--- src/rtl/i2c_master_seq_if.sv ---
// Bus between the I2C sequencing controller and the datapath it steers.
// The controller takes the master modport; the datapath side takes slave.
interface i2c_master_seq_if;
    logic       req;
    logic       rw;
    logic       bit_done;
    logic       sda_in;
    logic [3:0] state;
    logic       scl;
    logic       scl_n;
    logic       busy;
    logic       done;
    logic       ack_err;

    modport master (
        input  req, rw, bit_done, sda_in,
        output state, scl, scl_n, busy, done, ack_err
    );

    modport slave (
        output req, rw, bit_done, sda_in,
        input  state, scl, scl_n, busy, done, ack_err
    );
endinterface

--- src/rtl/i2c_master_seq.sv ---
// I2C master sequencer: divides clk into SCL, walks one START/addr/data/STOP
// transaction per request and publishes the state code the datapath decodes.
module i2c_master_seq #(
    parameter int unsigned DIV = 250
) (
    input  logic             clk,
    input  logic             rst_n,
    i2c_master_seq_if.master bus
);
    typedef enum logic [3:0] {
        IDLE       = 4'd0,
        START      = 4'd1,
        ADDRESS    = 4'd2,
        READ_ACK   = 4'd3,
        WRITE      = 4'd4,
        READ       = 4'd5,
        READ_ACK_1 = 4'd6,
        WRITE_ACK  = 4'd7,
        STOP       = 4'd8
    } state_t;

    localparam logic [15:0] DIV_LAST = 16'(DIV - 1);

    state_t      state_r, state_nx_s;
    logic [15:0] div_r, div_nx_s;
    logic        scl_r, scl_nx_s;
    logic        rw_r, rw_nx_s;
    logic        ack_r, ack_nx_s;
    logic        busy_r, busy_nx_s;
    logic        done_r, done_nx_s;
    logic        err_r, err_nx_s;
    logic        tick_s, scl_p_s, scl_n_s;

    // Half-period boundary and the SCL rise/fall points derived from it.
    assign tick_s  = (div_r == DIV_LAST);
    assign scl_p_s = tick_s & ~scl_r;
    assign scl_n_s = tick_s & scl_r & (state_r != IDLE) & (state_r != STOP);

    // Next-state, divider, SCL and status logic.
    always_comb begin
        state_nx_s = state_r;
        div_nx_s   = tick_s ? 16'd0 : (div_r + 16'd1);
        scl_nx_s   = scl_r;
        rw_nx_s    = rw_r;
        ack_nx_s   = ack_r;
        busy_nx_s  = busy_r;
        done_nx_s  = 1'b0;
        err_nx_s   = err_r;
        case (state_r)
            IDLE: begin
                div_nx_s = 16'd0;
                scl_nx_s = 1'b1;
                if (bus.req) begin
                    state_nx_s = START;
                    busy_nx_s  = 1'b1;
                    rw_nx_s    = bus.rw;
                    err_nx_s   = 1'b0;
                end else begin
                    busy_nx_s  = 1'b0;
                end
            end
            START: begin
                scl_nx_s = scl_r ^ tick_s;
                if (scl_n_s) begin
                    state_nx_s = ADDRESS;
                end else begin
                    state_nx_s = START;
                end
            end
            ADDRESS: begin
                scl_nx_s = scl_r ^ tick_s;
                if (scl_n_s && bus.bit_done) begin
                    state_nx_s = READ_ACK;
                end else begin
                    state_nx_s = ADDRESS;
                end
            end
            READ_ACK: begin
                scl_nx_s = scl_r ^ tick_s;
                ack_nx_s = scl_p_s ? bus.sda_in : ack_r;
                // The ACK bit was captured on the preceding rise, so ack_r is stable here.
                if (scl_n_s && ack_r) begin
                    state_nx_s = STOP;
                    err_nx_s   = 1'b1;
                end else if (scl_n_s) begin
                    state_nx_s = rw_r ? READ : WRITE;
                end else begin
                    state_nx_s = READ_ACK;
                end
            end
            WRITE, READ: begin
                scl_nx_s = scl_r ^ tick_s;
                if (scl_n_s && bus.bit_done) begin
                    state_nx_s = (state_r == WRITE) ? WRITE_ACK : READ_ACK_1;
                end else begin
                    state_nx_s = state_r;
                end
            end
            WRITE_ACK: begin
                scl_nx_s = scl_r ^ tick_s;
                ack_nx_s = scl_p_s ? bus.sda_in : ack_r;
                if (scl_n_s) begin
                    state_nx_s = STOP;
                    err_nx_s   = err_r | ack_r;
                end else begin
                    state_nx_s = WRITE_ACK;
                end
            end
            READ_ACK_1: begin
                scl_nx_s = scl_r ^ tick_s;
                if (scl_n_s) begin
                    state_nx_s = STOP;
                end else begin
                    state_nx_s = READ_ACK_1;
                end
            end
            STOP: begin
                // Entered with SCL low: first tick releases SCL, second ends the frame.
                if (tick_s && scl_r) begin
                    state_nx_s = IDLE;
                    busy_nx_s  = 1'b0;
                    done_nx_s  = 1'b1;
                end else if (tick_s) begin
                    scl_nx_s   = 1'b1;
                end else begin
                    scl_nx_s   = scl_r;
                end
            end
            default: begin
                state_nx_s = IDLE;
                div_nx_s   = 16'd0;
                scl_nx_s   = 1'b1;
                busy_nx_s  = 1'b0;
            end
        endcase
    end

    // State and output registers; reset aborts without generating STOP.
    always_ff @(posedge clk or negedge rst_n) begin
        if (!rst_n) begin
            state_r <= IDLE;
            div_r   <= 16'd0;
            scl_r   <= 1'b1;
            rw_r    <= 1'b0;
            ack_r   <= 1'b0;
            busy_r  <= 1'b0;
            done_r  <= 1'b0;
            err_r   <= 1'b0;
        end else begin
            state_r <= state_nx_s;
            div_r   <= div_nx_s;
            scl_r   <= scl_nx_s;
            rw_r    <= rw_nx_s;
            ack_r   <= ack_nx_s;
            busy_r  <= busy_nx_s;
            done_r  <= done_nx_s;
            err_r   <= err_nx_s;
        end
    end

    assign bus.state   = state_r;
    assign bus.scl     = scl_r;
    assign bus.scl_n   = scl_n_s;
    assign bus.busy    = busy_r;
    assign bus.done    = done_r;
    assign bus.ack_err = err_r;
endmodule
--- src/flat_wrapper.sv ---
// flat-port wrapper written by rule: the top's interface ports become plain ports
module i2c_master_seq_flat 
#(
    parameter int unsigned DIV = 250
)
  (clk, rst_n, bus_req, bus_rw, bus_bit_done, bus_sda_in, bus_state, bus_scl, bus_scl_n, bus_busy, bus_done, bus_ack_err);
  i2c_master_seq_if bus_i ();
  input  logic clk;
  input  logic rst_n;
  input wire logic [$bits(bus_i.req)-1:0] bus_req;
  input wire logic [$bits(bus_i.rw)-1:0] bus_rw;
  input wire logic [$bits(bus_i.bit_done)-1:0] bus_bit_done;
  input wire logic [$bits(bus_i.sda_in)-1:0] bus_sda_in;
  output wire logic [$bits(bus_i.state)-1:0] bus_state;
  output wire logic [$bits(bus_i.scl)-1:0] bus_scl;
  output wire logic [$bits(bus_i.scl_n)-1:0] bus_scl_n;
  output wire logic [$bits(bus_i.busy)-1:0] bus_busy;
  output wire logic [$bits(bus_i.done)-1:0] bus_done;
  output wire logic [$bits(bus_i.ack_err)-1:0] bus_ack_err;
  assign bus_i.req = bus_req;
  assign bus_i.rw = bus_rw;
  assign bus_i.bit_done = bus_bit_done;
  assign bus_i.sda_in = bus_sda_in;
  assign bus_state = bus_i.state;
  assign bus_scl = bus_i.scl;
  assign bus_scl_n = bus_i.scl_n;
  assign bus_busy = bus_i.busy;
  assign bus_done = bus_i.done;
  assign bus_ack_err = bus_i.ack_err;
  i2c_master_seq #(.DIV(DIV)) u_core (.clk(clk), .rst_n(rst_n), .bus(bus_i));
endmodule
--- config.mk ---
export PLATFORM = sky130hd
export DESIGN_NAME = i2c_master_seq_flat
export DESIGN_NICKNAME = d
export VERILOG_FILES = /design/src/rtl/i2c_master_seq_if.sv /design/src/rtl/i2c_master_seq.sv /design/src/flat_wrapper.sv
export SDC_FILE = /design/constraint.sdc
export NUM_CORES = 1
export LEC_CHECK = 0
export ABC_AREA = 1
export CORE_UTILIZATION = 51
export DETAILED_ROUTE_END_ITERATION = 16
export GPL_ROUTABILITY_DRIVEN = 0
export GPL_TIMING_DRIVEN = 1
export PLACE_DENSITY_LB_ADDON = 0.15
export SLEW_MARGIN = 5
export SYNTH_ARGS = -nofsm -noshare
export SYNTH_HDL_FRONTEND = slang
export SYNTH_SLANG_ARGS = --single-unit
--- constraint.sdc ---
create_clock -name clk -period 1.88 [get_ports clk]
set_input_delay 0.376 -clock clk [delete_from_list [all_inputs] [get_ports clk]]
set_output_delay 0.376 -clock clk [all_outputs]
set_load 0.02 [all_outputs]
==> impl_metrics.env <==
export IMPL_status="finished, violations left"
export IMPL_violations="negative setup slack"
export IMPL_setup_ws_ns=-0.143
export IMPL_htree_num_levels=1
export IMPL_slew_headroom_pct=77.3
export IMPL_die_width_um=58.0
export IMPL_avgSynthCellArea_um2=7.63
export IMPL_finalMaxSlewViolations=0
export IMPL_synth_cell_types=26
export IMPL_ios=15
export IMPL_num_rows=19
export IMPL_grt_usage_pct=24.3
export IMPL_antenna_found_initial=0
export IMPL_fmax_mhz=494
export IMPL_grt_overflow=0
export IMPL_rsz0062_at_grt="yes"
export IMPL_comb_power_share_pct=40.5
export IMPL_r2r_start="u_core.div_r[1]$_DFF_PN0_"
export IMPL_drive_above_1_share_pct=33.1
export IMPL_r2r_end="u_core.bus.state[0]$_DFFE_PN0P_"
export IMPL_num_vias=1547
export IMPL_final_area_um2=2170
export IMPL_clock_skew_ns=0.00883
export IMPL_dp_slack_ns=-0.396
export IMPL_die_area_um2=3370
export IMPL_drcViolationCount=0
export IMPL_viasPerCell=5.02
export IMPL_syn_nets=220
export IMPL_core_area_um2=2880
export IMPL_path_class="reg -> out"
export IMPL_instances_no_fill=308
export IMPL_drt_pre_antenna_iters=4
export IMPL_seq_area_frac_synth_pct=40.7
export IMPL_layout_commonest_cell="nand2_1"
export IMPL_setup_viol_count_final=2
export IMPL_placed_area_um2=2030
export IMPL_utilization_pct=75.3
export IMPL_p_sw_w=0.000567
export IMPL_initial_core_util_pct=55.7
export IMPL_diodes=0
export IMPL_fin_crit_sh_pct=108
export IMPL_cts_tree="yes"
export IMPL_numCtsBuffers=3
export IMPL_r2r_slack_ns=-0.01
export IMPL_clock_sinks=26
export IMPL_portBuffers=14
export IMPL_cts_root_buf="clkbuf_4"
export IMPL_final_nets=277
export IMPL_syn2layout_area_growth_pct=35.3
export IMPL_cp_end_kind="primary output"
export IMPL_grt_pass1_vias=1590
export IMPL_seqPwrFrac_pct=43.9
export IMPL_drtAntennaViolNets=0
export IMPL_p_int_w=0.000966
export IMPL_synth_cells=210
export IMPL_grt_pass1_wl_um=6240
export IMPL_dp_hpwl_um=2900
export IMPL_wl_per_cell_um=12.5
export IMPL_total_power_w=0.00153
export IMPL_yosys_warnings=0
export IMPL_insertion_delay_ns=0.31
export IMPL_start_kind="flop"
export IMPL_fin_crit_ns=2.02
export IMPL_syn_area_um2=1600
export IMPL_p_sw_share_pct=37.0
export IMPL_clk_pin_slew_ns=0.14
export IMPL_maxCapViolCount=0
export IMPL_crit_fanout=2
export IMPL_hp_class="in -> async"
export IMPL_layout_common_cells="nand2_1 (40), buf_4 (36), nor2_1 (32)"
export IMPL_cellPowerDensity_nw_per_um2=707
export IMPL_r2r_cells=16
export IMPL_fp_dieH_um=58.0
export IMPL_worst_pin_slew_ns=0.340
export IMPL_vdd_drop_max_uv=588
export IMPL_p_leak_nw=1.05
export IMPL_grt_start_max_net_pins=27
export IMPL_arrival_ns=1.65
export IMPL_drt_iter0_drc=34
export IMPL_synth_seq_cells=26
export IMPL_cp_required_ns=1.50
export IMPL_cts_buffer_depth=2
export IMPL_clkPwrFrac_pct=15.6
export IMPL_routed_wl_um=3850
export IMPL_dpl_cell_count=298
export IMPL_final_hold_viol_count=0
-- critical path, cell delays in order, from the launching register on --
cell     delay (ns)
dfrtp_1        0.40
inv_1          0.06
ha_2           0.17
nand2_2        0.06
nor3_4         0.12
and2_4         0.18
ha_4           0.15
nand2_4        0.05
inv_2          0.06
buf_6          0.11
-- area by class of cell --
| cell class | count | area, um^2 |
|---|---|---|
| multi-input cells | 151 | 881 |
| inverters | 33 | 124 |
| flip-flops and latches | 26 | 652 |
| clock buffers | 4 | 26.3 |
| repair buffers | 52 | 432 |
| fillers | 209 | 709 |
| well taps | 42 | 52.6 |
-- cell families (layout without fill, tap and decap cells) --
family	Yosys count	count (layout)	share of synthesized area, %
buf+inv	33	89	7.73
compound gates	13	13	4.38
xor+xnor	7	7	3.83
fa+ha+maj	4	4	3.13
simple gates	127	127	40.2
flops	26	26	40.7
-- registers in the layout (all words and copies together) (netlist names) --
| register | cells |
|---|---|
| u_core.bus.ack_err | 1 |
| u_core.ack_r | 1 |
| u_core.bus.state | 4 |
| u_core.bus.done | 1 |
| u_core.rw_r | 1 |
| u_core.bus.busy | 1 |
| u_core.bus.scl | 1 |
| u_core.div_r | 16 |
-- routing by layer --
| metal | vias up | wire length [um] | track usage (%) |
|---|---|---|---|
| met4 | 0 | 63 | 10.5 |
| met2 | 28 | 2150 | 48.3 |
| met5 | - | 0 | 0 |
| li1 | 766 | - | - |
| met3 | 8 | 94 | 2.23 |
| met1 | 745 | 1550 | 25.4 |
-- synthesized netlist by cell type (all sizes together) --
library cell | instances | area, um^2
a21oi | 3 | 15.0
and2 | 1 | 6.26
and3 | 1 | 6.26
clkinv | 1 | 3.75
dfrtp | 25 | 626
dfstp | 1 | 26.3
ha | 4 | 50.1
inv | 32 | 120
nand2 | 56 | 250
nand3 | 15 | 85.1
nand4 | 3 | 18.8
nor2 | 39 | 171
nor3 | 12 | 106
o21a | 1 | 7.51
o21ai | 8 | 40.0
o21bai | 1 | 7.51
xnor2 | 1 | 8.76
xor2 | 6 | 52.6
-- worst max-delay path by stage --
stage / from / to / slack [ns]
after floorplan: u_core.div_r[1]$_DFF_PN0_ / bus_scl_n / 0.06
after global placement: u_core.div_r[1]$_DFF_PN0_ / bus_scl_n / -0.36
after detailed placement: u_core.div_r[1]$_DFF_PN0_ / bus_scl_n / -0.40
after CTS: u_core.div_r[1]$_DFF_PN0_ / bus_scl_n / -0.16
after global routing: u_core.div_r[1]$_DFF_PN0_ / bus_scl_n / -0.24
final: u_core.div_r[1]$_DFF_PN0_ / bus_scl_n / -0.14
-- timing repair --
item                                    in CTS  in global routing
cloned                                       0                  0
pin swaps                                    4                 10
hold buffers                                 0                  0
resized for setup                           17                 13
endpoints found under the setup margin       6                  5
buffers inserted                             4                  4
-- metrics by stage --
step | hold WS [ns] | setup TNS [ns]
after floorplan | 0.0804 | 0
after global placement | 0.473 | -0.363
after detailed placement | 0.500 | -0.436
after CTS | 0.413 | -0.155
after global routing | 0.442 | -0.558
final | 0.407 | -0.154
-- power groups by stage --
stage                     clock, W  sequential [W]  combinational [W]
final                     0.000239        0.000673           0.000621
after floorplan                  0        0.000734           0.000300
after detailed placement         0        0.000685           0.000573
after CTS                 0.000248        0.000674           0.000581
after global placement           0        0.000679           0.000558
after global routing      0.000260        0.000681           0.000690
(Power assumes the default switching activity.)
